**src/rtl/bus_arb_rr.sv**
```systemverilog
// Round-robin bus arbiter: active-low requests in, one-hot active-low grant out, parks on DEFAULT_OWNER when idle.
// Optional hold limit forcing rotation is compiled in with `define BUS_ARB_HOLD_LIMIT_EN.
module bus_arb_rr #(
  parameter int NUM_MASTERS   = 4,
  parameter int DEFAULT_OWNER = 0,
  parameter int MAX_HOLD      = 16,
  localparam int OW           = $clog2(NUM_MASTERS)
) (
  input  logic                   clk,
  input  logic                   rst,
  input  logic [NUM_MASTERS-1:0] req_,
  output logic [NUM_MASTERS-1:0] grnt_,
  output logic [OW-1:0]          owner,
  output logic                   busy
);

  localparam logic [OW-1:0]          DEF_OWNER = OW'(DEFAULT_OWNER);
  localparam logic [NUM_MASTERS-1:0] RST_GRNT  = ~(NUM_MASTERS'(1) << DEFAULT_OWNER);

  if (NUM_MASTERS < 2 || NUM_MASTERS > 16) begin : g_bad_num
    $error("bus_arb_rr: NUM_MASTERS out of range 2..16");
  end
  if (DEFAULT_OWNER < 0 || DEFAULT_OWNER >= NUM_MASTERS) begin : g_bad_def
    $error("bus_arb_rr: DEFAULT_OWNER must be below NUM_MASTERS");
  end
  if (MAX_HOLD < 2 || MAX_HOLD > 255) begin : g_bad_hold
    $error("bus_arb_rr: MAX_HOLD out of range 2..255");
  end

  typedef enum logic {PARK = 1'b0, OWN = 1'b1} state_e;

  state_e                   state_q, state_d;
  logic [OW-1:0]            owner_q, owner_d;
  logic [OW-1:0]            rr_q, rr_d;
  logic [NUM_MASTERS-1:0]   grnt_q, grnt_d;
  logic                     busy_q, busy_d;
  logic [NUM_MASTERS-1:0]   req;
  logic [OW:0]              park_pick;
  logic [OW:0]              hand_pick;
  logic                     force_hand;
`ifdef BUS_ARB_HOLD_LIMIT_EN
  localparam logic [7:0] HOLD_LAST = 8'(MAX_HOLD - 1);
  logic [7:0]             hold_q, hold_d;
  logic [NUM_MASTERS-1:0] own_mask;
  logic                   others;
`endif

  assign req = ~req_;

  // Returns {found, index}: nearest set bit at circular distance 1..N from base
  // (distance N, i.e. base itself, only when incl_base). Descending scan so the
  // closest hit is written last.
  function automatic logic [OW:0] rr_search(input logic [NUM_MASTERS-1:0] r,
                                            input logic [OW-1:0]          base,
                                            input logic                   incl_base);
    logic [OW:0]   res;
    logic [OW-1:0] idx_l;
    int            idx;
    res = '0;
    for (int d = NUM_MASTERS; d >= 1; d--) begin
      idx   = (int'(base) + d) % NUM_MASTERS;
      idx_l = idx[OW-1:0];
      if (r[idx_l] && (incl_base || d != NUM_MASTERS)) res = {1'b1, idx_l};
    end
    return res;
  endfunction

  always_ff @(posedge clk) begin
    if (!rst) begin
      state_q <= PARK;
      owner_q <= DEF_OWNER;
      rr_q    <= DEF_OWNER;
      grnt_q  <= RST_GRNT;
      busy_q  <= 1'b0;
`ifdef BUS_ARB_HOLD_LIMIT_EN
      hold_q  <= '0;
`endif
    end else begin
      state_q <= state_d;
      owner_q <= owner_d;
      rr_q    <= rr_d;
      grnt_q  <= grnt_d;
      busy_q  <= busy_d;
`ifdef BUS_ARB_HOLD_LIMIT_EN
      hold_q  <= hold_d;
`endif
    end
  end

  always_comb begin
    state_d   = state_q;
    owner_d   = owner_q;
    rr_d      = rr_q;
    park_pick = rr_search(req, rr_q, 1'b1);
    hand_pick = rr_search(req, owner_q, 1'b0);
`ifdef BUS_ARB_HOLD_LIMIT_EN
    hold_d            = hold_q;
    own_mask          = '0;
    own_mask[owner_q] = 1'b1;
    others            = |(req & ~own_mask);
    force_hand        = req[owner_q] && others && (hold_q == HOLD_LAST);
`else
    force_hand        = 1'b0;
`endif
    case (state_q)
      PARK: begin
        if (park_pick[OW]) begin
          state_d = OWN;
          owner_d = park_pick[OW-1:0];
          rr_d    = park_pick[OW-1:0];
        end
      end
      OWN: begin
        if (!req[owner_q] || force_hand) begin
          if (hand_pick[OW]) begin
            owner_d = hand_pick[OW-1:0];
            rr_d    = hand_pick[OW-1:0];
          end else begin
            state_d = PARK;
            owner_d = DEF_OWNER;
          end
`ifdef BUS_ARB_HOLD_LIMIT_EN
          hold_d = '0;
        end else if (others) begin
          hold_d = hold_q + 8'd1;
`endif
        end
      end
      default: begin
        state_d = PARK;
        owner_d = DEF_OWNER;
      end
    endcase
  end

  // Outputs are precomputed from next state so they leave a flop.
  always_comb begin
    grnt_d          = '1;
    grnt_d[owner_d] = 1'b0;
    busy_d          = (state_d == OWN);
  end

  assign grnt_ = grnt_q;
  assign owner = owner_q;
  assign busy  = busy_q;

endmodule

```
**config.mk**
```make
export PLATFORM = sky130hd
export DESIGN_NAME = bus_arb_rr
export DESIGN_NICKNAME = d
export VERILOG_FILES = /design/src/rtl/bus_arb_rr.sv
export SDC_FILE = /design/constraint.sdc
export NUM_CORES = 1
export LEC_CHECK = 0
export ABC_CLOCK_PERIOD_IN_PS = 2100
export CORE_MARGIN = 4
export CORE_UTILIZATION = 45
export DETAILED_ROUTE_END_ITERATION = 6
export MAX_ROUTING_LAYER = met4
export PLACE_DENSITY = 0.79
export SLEW_MARGIN = 30
export SYNTH_ARGS = -nofsm -noshare
export SYNTH_HDL_FRONTEND = slang
export SYNTH_SLANG_ARGS = --single-unit
```
**constraint.sdc**
```tcl
create_clock -name clk -period 2.1 [get_ports clk]
set_clock_uncertainty 0.2 [all_clocks]
set_input_delay 0.42 -clock clk [delete_from_list [all_inputs] [get_ports clk]]
set_output_delay 0.42 -clock clk [all_outputs]
set_load 0.005 [all_outputs]
```
==> flow_summary.json, run 1 <==
{
  "yosysSeqAreaShare_pct": 29.3,
  "worst-path-buf-inv": 1,
  "drive_gt1_share_pct": 26.0,
  "ant_nets": 0,
  "slew_headroom_pct": 72.3,
  "max_freq_ghz": 0.492,
  "drc_errors": 0,
  "r2r_cells": 5,
  "p_per_area_mw_per_mm2": 610,
  "multi_input_area_um2": 388,
  "r2r_end": "grnt_[3]",
  "die-area_mm2": 0.00202,
  "syn_inst": 81,
  "reg2reg_from": "owner[0]",
  "crit_path_max_fanout": 12,
  "antenna_found_initial": 0,
  "grt_pass1_vias": 617,
  "hp-start": "rr_q[0]",
  "yosysUniqueCellTypes": 31,
  "num_rows": 13,
  "crit_path_cell_trace": "clkdlybuf4s50_1",
  "clk_transition_reported_paths_ps": 60,
  "max-vdd-ir-drop_mv": 0.548,
  "rsz0062_at_grt": "no",
  "place_congestion": 0.904,
  "area_growth_pct": 40.7,
  "worstMarginPinSlew_ps": 414,
  "netlist.area_leader.share_pct": 29.3,
  "critPathLaunchType": "flop",
  "cts_hold_buffers": 0,
  "outcome": "finished clean",
  "min_to": "rr_q[0]",
  "final_cell_count_no_fill": 119,
  "worstPathRequired_ps": 1480,
  "route.vias.total": 684,
  "fill_cells": 124,
  "wirelength_mm": 1.60,
  "grt_use_met2_pct": 27.7,
  "critPathKind": "reg2out",
  "hold_violations": 0,
  "synth_enable_flop_cells": 0,
  "clockBufferDepth": 2,
  "hold_ws_ps": 333,
  "grt.overflow.total": 0,
  "finalCriticalPeriod_ps": 2030,
  "path_depth": 1,
  "first_iter_violations": 26,
  "holdPathStages": 2,
  "synth.avg_cell_area_um2": 7.60,
  "wl_per_cell_um": 13.5,
  "holdCritPathClass": "reg2reg",
  "cts_tree": "yes",
  "hpwlAfterDp_mm": 1.21,
  "ys_ff_latch": 9,
  "ys.flop_type": "dfxtp_1",
  "min_period_over_period_pct": 96.8,
  "antenna_cells": 0,
  "core_area_mm2": 0.00130,
  "grt_usage_pct": 18.9,
  "async_flop_share_pct": 0,
  "routed_via_density": 5.75,
  "slowest_stage": "clkdlybuf4s50_1",
  "h-tree-depth": 1,
  "dp_cells": 115,
  "cts_buffers": 3,
  "ys_top_cells_by_area": "dfxtp_1, a21oi_1, buf_2, nand2_1, o21ai_0",
  "grt_max_degree": 13,
  "critPathMaxStageDelay_ps": 580,
  "maxCapViolCount": 0,
  "grt_busiest_layer": "met2",
  "met3_usage_pct": 7.57,
  "synth_nets": 87,
  "drv_slew": 0,
  "critical_path_arrival_ps": 1410,
  "yosys_warnings": 0,
  "grt_pass1_wl_mm": 2.73,
  "place.port_buffers": 12,
  "netlist_area_um2": 616,
  "chipWidth_um": 45.0,
  "grt_use_met1_pct": 24.1,
  "clockRootBuffer": "clkbuf_4",
  "drt-pass1-iter-count": 4,
  "nets": 111,
  "start_util_pct": 47.3,
  "regToRegSetupSlack_ps": 200,
  "clock_sinks": 9,
  "path_delay_family": "buffers and inverters",
  "end_kind": "output pin",
  "pin_count": 13,
  "die_h_um": 45.0,
  "ff_latch_area_um2": 183,
  "synth_top_area_cell": "dfxtp_1",
  "setup_viol": 0,
  "power.leakage_uw": 0.000379,
  "insertion_delay_ps": 260
}
cell type report:
class / instances / area share, %
repair buffers: 26 / 26.3
clock buffers: 4 / 3.03
inverters: 6 / 2.60
multi-input cells: 59 / 44.8
flip-flops and latches: 9 / 21.1
well taps: 15 / 2.17
cells by family (layout without fill, tap and decap cells):
family	after synthesis	count (layout)	synth area share, %
flip-flops	9	9	29.3
multiplexers	3	3	6.91
AO/OA/AOI/OAI	32	32	35.8
AND/OR/NAND/NOR	24	24	18.9
buffers and inverters	13	36	9.15
worst max path at each step:
stage	start	end	slack (ps)
after floorplan	req_[0]	rr_q[1]	220
after global placement	req_[3]	grnt_[3]	-290
after detailed placement	req_[1]	rr_q[1]	-320
after CTS	req_[0]	rr_q[1]	9
after global routing	owner[0]	owner[0]	20
final	owner[0]	owner[0]	70
state kept, by name, indices dropped and copies added (netlist names):
| signal | flops |
|---|---|
| rr_q | 2 |
| owner | 2 |
| busy | 1 |
| grnt_ | 4 |
timing repair:
| item | CTS | global route |
|---|---|---|
| endpoints found under the setup margin | 3 | 8 |
| resized for setup | 3 | 6 |
| buffers inserted | 0 | 0 |
| pin swaps | 2 | 1 |
routing by layer:
layer	up-vias	wire, um
li1	343	-
met1	315	695
met2	26	789
met3	0	119
met4	0	0
met5	-	0
cells in the final DEF (no fill, tap or decap), types with 2 or more instances in the layout:
master / instances
a211oi_1: 3
clkdlybuf4s50_1: 8
buf_4: 14
a21oi_1: 8
o21ai_0: 5
dlygate4sd2_1: 2
nand3_1: 2
nand2b_1: 3
clkbuf_4: 3
inv_1: 6
nand2_1: 8
dfxtp_1: 7
a211o_1: 2
o211ai_1: 2
mux2i_1: 2
dfxtp_2: 2
dlymetal6s2s_1: 2
a21oi_2: 2
nor2_1: 4
metrics by stage:
step           setup WS, ps  cell area [um2]  setup TNS [ps]  total power (uW)  util (%)
6_report               67.9              866               0               528      66.5
5_1_grt                21.9              866               0               570      66.5
4_1_cts                9.25              851               0               531      65.4
3_5_place_dp           -320              826           -1760               397      63.5
3_3_place_gp           -294              826           -1650               392      63.5
2_1_floorplan           221              616               0               317         -
power breakdown:
| part | total [uW] | switching [uW] | internal (uW) |
|---|---|---|---|
| Sequential | 218 | 26.6 | 191 |
| Clock | 132 | 58.5 | 73.1 |
| Combinational | 179 | 78.2 | 101 |
| Total | 528 | 163 | 365 |
worst min-delay path: cells and delay by family (launching register included):
family | cells | cell delay (ps)
flip-flops | 1 | 350
AND/OR/NAND/NOR | 1 | 70
multiplexers | 1 | 60
synthesized netlist by cell type (all sizes together), types with 2 or more instances:
master	n
a21oi	10
nand2b	3
a211o	2
o211ai	2
a211oi	3
o31ai	2
buf	6
nand2	8
nor2	5
dfxtp	9
nand3	2
mux2i	2
o21ai	5
inv	6
or2	2
Power figures use the tool's default switching activity.
==> inputs of run 2 (changes only) <==
ABC_AREA = 1   (was unset)
CAP_MARGIN = 20   (was unset)
PLACE_DENSITY = 0.75   (was 0.79)
==> run 2 against run 1 <==
- register-to-register slack better by 110 ps
- count of clock-buffer cells in the layout fell by 1
- final cell count grew 57%
- fmax increased by 1.9%
- critical endpoint unchanged
- utilization decreased by 6.5 points
==> flow_summary.json, run 2 <==
{
  "min_period_over_period_pct": 94.9,
  "nets": 169,
  "drc_errors": 0,
  "largest_register_ff_count": 4,
  "finalPower_uw": 1740,
  "yosysSeqAreaShare_pct": 20.8,
  "cts_buffers": 3,
  "maxCapViolCount": 0,
  "routed.top_layer": "met3",
  "core_area_mm2": 0.00178,
  "syn_inst": 143,
  "synth.most_common_cell": "nand2_1",
  "ys.flop_type": "dfxtp_1",
  "grt_pass1_vias": 873,
  "synth_common_cells": "nand2_1, inv_1, nand3_1",
  "route.vias.total": 865,
  "grt_pass1_wl_mm": 3.38,
  "clockRootBuffer": "clkbuf_4",
  "wl_met1_um": 874,
  "place.port_buffers": 12,
  "postLayoutSetupSlackWorst_ps": 107,
  "met3_length_um": 72,
  "max_freq_ghz": 0.502,
  "critPathKind": "reg2out",
  "die-area_mm2": 0.00269,
  "synth_top_area_cell": "nand2_1",
  "rsz0062_at_grt": "no",
  "netlist_area_um2": 866,
  "critPathLaunch": "owner[0]",
  "first_iter_violations": 13,
  "reg2reg_from": "owner[0]",
  "setup_viol": 0,
  "clockBufferDepth": 2,
  "r2r_cells": 12,
  "critical_path_arrival_ps": 1370,
  "synth_enable_flop_cells": 0,
  "yosys_warnings": 0,
  "place_ws_ps": -174,
  "end_kind": "output pin",
  "drive_gt1_share_pct": 22.2,
  "clk_transition_reported_paths_ps": 60,
  "finalCriticalPeriod_ps": 1990,
  "async_flop_share_pct": 0,
  "area_growth_pct": 23.7,
  "ant_nets": 0,
  "met2WireLength_um": 938,
  "netlist.area_leader.share_pct": 24.3,
  "holdPathStages": 4,
  "hp-start": "rr_q[1]",
  "wl_per_cell_um": 10.1,
  "routed_via_density": 4.63,
  "max-vdd-ir-drop_mv": 1.08,
  "place_congestion": 0.824,
  "holdCritPathClass": "reg2reg",
  "final_common_cell": "nand2_1",
  "antenna_cells": 0,
  "grt_usage_pct": 16.5,
  "postCtsSetupRepairBufs": 0,
  "ys_top_cells_by_area": "nand2_1, dfxtp_1, nand3_1, inv_1, nand2_2",
  "cts_tree": "yes",
  "cts-resized-gates": 0,
  "p_per_area_mw_per_mm2": 1630,
  "grt.overflow.total": 0,
  "antenna_found_initial": 0,
  "grt_max_degree": 11,
  "synth_nets": 149,
  "h-tree-depth": 1,
  "drt-pass1-iter-count": 4,
  "yosysUniqueCellTypes": 21,
  "pin_count": 13,
  "ys_ff_latch": 9,
  "start_util_pct": 48.6,
  "power.leakage_uw": 0.000615,
  "hpwlAfterDp_mm": 1.56,
  "slew_headroom_pct": 76.0,
  "chipWidth_um": 51.9,
  "synth.avg_cell_area_um2": 6.05,
  "fin_util_pct": 60.1,
  "drv_slew": 0,
  "crit_path_max_fanout": 5,
  "insertion_delay_ps": 260,
  "worstPathRequired_ps": 1480,
  "clock_sinks": 9,
  "mostFrequentLayoutCells": "nand2_1, inv_1, nand3_1",
  "hold_violations": 0,
  "worstMarginPinSlew_ps": 359,
  "cts_hold_buffers": 0,
  "num_rows": 15,
  "die_h_um": 51.9,
  "wirelength_mm": 1.88,
  "outcome": "finished clean",
  "critPathLaunchType": "flop"
}
==> run 2: path summary, 6_finish.rpt <==
check / to / slack (ps)
setup reg to reg: rr_q[0] / 310
hold reg to reg: rr_q[1] / 460
hold / removal: rr_q[1] / 460
setup / recovery: owner[0] / 110
==> run 2: report_power, final <==
group | switching, uW | internal, uW
registers | 75.8 | 244
logic | 758 | 536
clock network | 59.4 | 70.1
total | 893 | 850
==> run 2: stage by stage <==
stage / TNS, ps / area (um2) / hold WS (ps) / cells
after floorplan: 0 / 866 / 304 / 143
after global placement: -923 / 1040 / 416 / 183
after detailed placement: -1050 / 1040 / 424 / 183
after CTS: 0 / 1060 / 452 / 187
after global routing: 0 / 1070 / 495 / 187
final: 0 / 1070 / 459 / 187
==> run 2: cells by family after synthesis <==
group | share of synthesized area [%]
buffers and inverters | 12.9
AND/OR/NAND/NOR | 59.0
AO/OA/AOI/OAI | 4.77
multiplexers | 2.60
flip-flops | 20.8
==> run 2: final cells by class <==
cell class	instances	area, um2
sequential	9	180
fill	179	712
timing repair buffer	17	165
tap	25	31.3
clock buffer	3	22.5
inverter	24	92.6
clock inverter	1	5.00
multi-input combinational	108	574
==> run 2: metal layers <==
metal / global-route usage (%) / vias to the layer above
li1: - / 479
met1: 19.3 / 370
met2: 28.7 / 16
met3: 4.87 / 0
met4: 2.18 / 0
met5: - / -
==> run 2: critical path, cell delays in order (launching register included) <==
cell             delay [ps]
dfxtp_1                 430
buf_4                   180
clkdlybuf4s50_1         500
==> inputs of run 3 (changes only) <==
PLACE_DENSITY = 0.8   (was 0.75)
==> run 3 against run 2 <==
- total power rose by 1.5%
- fmax fell by 1.9%
- non-clock buffer count rose by 1
- combinational power barely moved
- final cell count rose by 0.53%
- final area rose by 0.70%
- highest routed layer is now met4
==> flow_summary.json, run 3 (synthesis gave the netlist of run 2 again) <==
{
  "place.port_buffers": 12,
  "power.leakage_uw": 0.000603,
  "max_freq_ghz": 0.492,
  "grt_usage_pct": 16.2,
  "mostFrequentLayoutCells": "nand2_1, inv_1, nand3_1",
  "die_h_um": 51.9,
  "swShare_pct": 51.1,
  "hold_violations": 0,
  "ff_latch_area_um2": 180,
  "place_congestion": 0.837,
  "cts_hold_buffers": 0,
  "grt_pass1_vias": 799,
  "worstMarginPinSlew_ps": 372,
  "clk_transition_reported_paths_ps": 70,
  "chipWidth_um": 51.9,
  "hp-start": "busy",
  "num_rows": 15,
  "cts_buffers": 3,
  "critPathLaunch": "owner[0]",
  "r2r_cells": 12,
  "drv_slew": 0,
  "grt.overflow.total": 0,
  "end_kind": "output pin",
  "cts_tree": "yes",
  "p_comb_share_pct": 74.0,
  "power_frac_clock_pct": 7.5,
  "fill_cells": 181,
  "setup_viol": 0,
  "insertion_delay_ps": 260,
  "clock_sinks": 9,
  "grt_pass1_wl_mm": 3.30,
  "antenna_found_initial": 0,
  "multi_input_area_um2": 579,
  "antenna_cells": 0,
  "hpwlAfterDp_mm": 1.56,
  "regToRegSetupSlack_ps": 270,
  "largest_register_ff_count": 4,
  "holdCritPathClass": "reg2reg",
  "internal_power_uw": 865,
  "finalCriticalPeriod_ps": 2030,
  "maxCapViolCount": 0,
  "postCtsSetupRepairBufs": 0,
  "place_ws_ps": -146,
  "critPathKind": "reg2out",
  "grt_max_degree": 11,
  "drc_errors": 0,
  "pin_count": 13,
  "critical_path_arrival_ps": 1410,
  "max-vdd-ir-drop_mv": 1.05,
  "rsz0062_at_grt": "no",
  "ant_nets": 0,
  "wl_per_cell_um": 10.1,
  "drive_gt1_share_pct": 23.3,
  "clockRootBuffer": "clkbuf_4",
  "p_sw_uw": 905,
  "reg2reg_from": "owner[0]",
  "tns_ps": 0,
  "postLayoutSetupSlackWorst_ps": 67.8,
  "nets": 170,
  "cts-resized-gates": 0,
  "p_per_area_mw_per_mm2": 1640,
  "outcome": "finished clean",
  "min_period_over_period_pct": 96.8,
  "critPathLaunchType": "flop",
  "worstPathRequired_ps": 1480,
  "start_util_pct": 48.6,
  "h-tree-depth": 1,
  "cp-endpoint": "owner[0]",
  "wirelength_mm": 1.89,
  "route.vias.total": 904,
  "area_growth_pct": 24.6,
  "pwr-share-seq_pct": 18.5,
  "final_common_cell": "nand2_1",
  "first_iter_violations": 28,
  "slew_headroom_pct": 75.2,
  "die-area_mm2": 0.00269,
  "drt-pass1-iter-count": 4,
  "hold_ws_ps": 448,
  "core_area_mm2": 0.00178,
  "clockBufferDepth": 2,
  "crit_path_max_fanout": 5,
  "r2r_end": "rr_q[0]",
  "fin_util_pct": 60.5,
  "routed_via_density": 4.81
}
## run 3: cell types whose count changed in the layout (fill, tap and decap cells not counted)
cell             previous run  this run
clkdlybuf4s50_1             9        11
dlymetal6s2s_1              3         1
buf_4                       5         6
nand3_1                    18        17
nand3_2                     3         4
## run 3: layout make-up
cell class	count	share of cell area, %
Inverter	24	8.58
Multi-Input combinational cell	108	53.7
Timing Repair Buffer	18	15.5
Sequential cell	9	16.7
Clock inverter	1	0.464
Clock buffer	3	2.09
Tap cell	25	2.90
## run 3: how the worst min path moves through the flow
stage | to | depth (start not counted)
finish | rr_q[1] | 3
global route | rr_q[1] | 3
CTS | rr_q[1] | 3
detailed placement | rr_q[1] | 3
global placement | rr_q[1] | 3
floorplan | grnt_[3] | 1
## run 3: critical path: stages, from the launching register on
cell and delay (ps):
dfxtp_1 470, buf_4 180, clkdlybuf4s50_1 500
## run 3: power by group through the flow
stage	Sequential (uW)	Clock (uW)	Combinational [uW]
2_1_floorplan	298	0	978
3_3_place_gp	325	0	1270
3_5_place_dp	327	0	1300
4_1_cts	324	138	1310
5_1_grt	338	149	1490
6_report	327	132	1310
## run 3: through the flow
| step | instances | instance area, um2 | total power, uW |
|---|---|---|---|
| final | 188 | 1080 | 1770 |
| after global routing | 188 | 1080 | 1980 |
| after floorplan | 143 | 866 | 1280 |
| after global placement | 184 | 1040 | 1590 |
| after CTS | 188 | 1070 | 1780 |
| after detailed placement | 184 | 1040 | 1630 |
## run 3: layer usage
| layer | wire [um] | vias to the layer above | share of wire (%) | global-route usage, % |
|---|---|---|---|---|
| met5 | 0 | - | 0 | - |
| met4 | 11 | 0 | 0.58 | 3.93 |
| met3 | 90 | 2 | 4.8 | 3.72 |
| met2 | 917 | 21 | 48 | 25.9 |
| met1 | 872 | 398 | 46 | 20.7 |
| li1 | - | 483 | - | - |
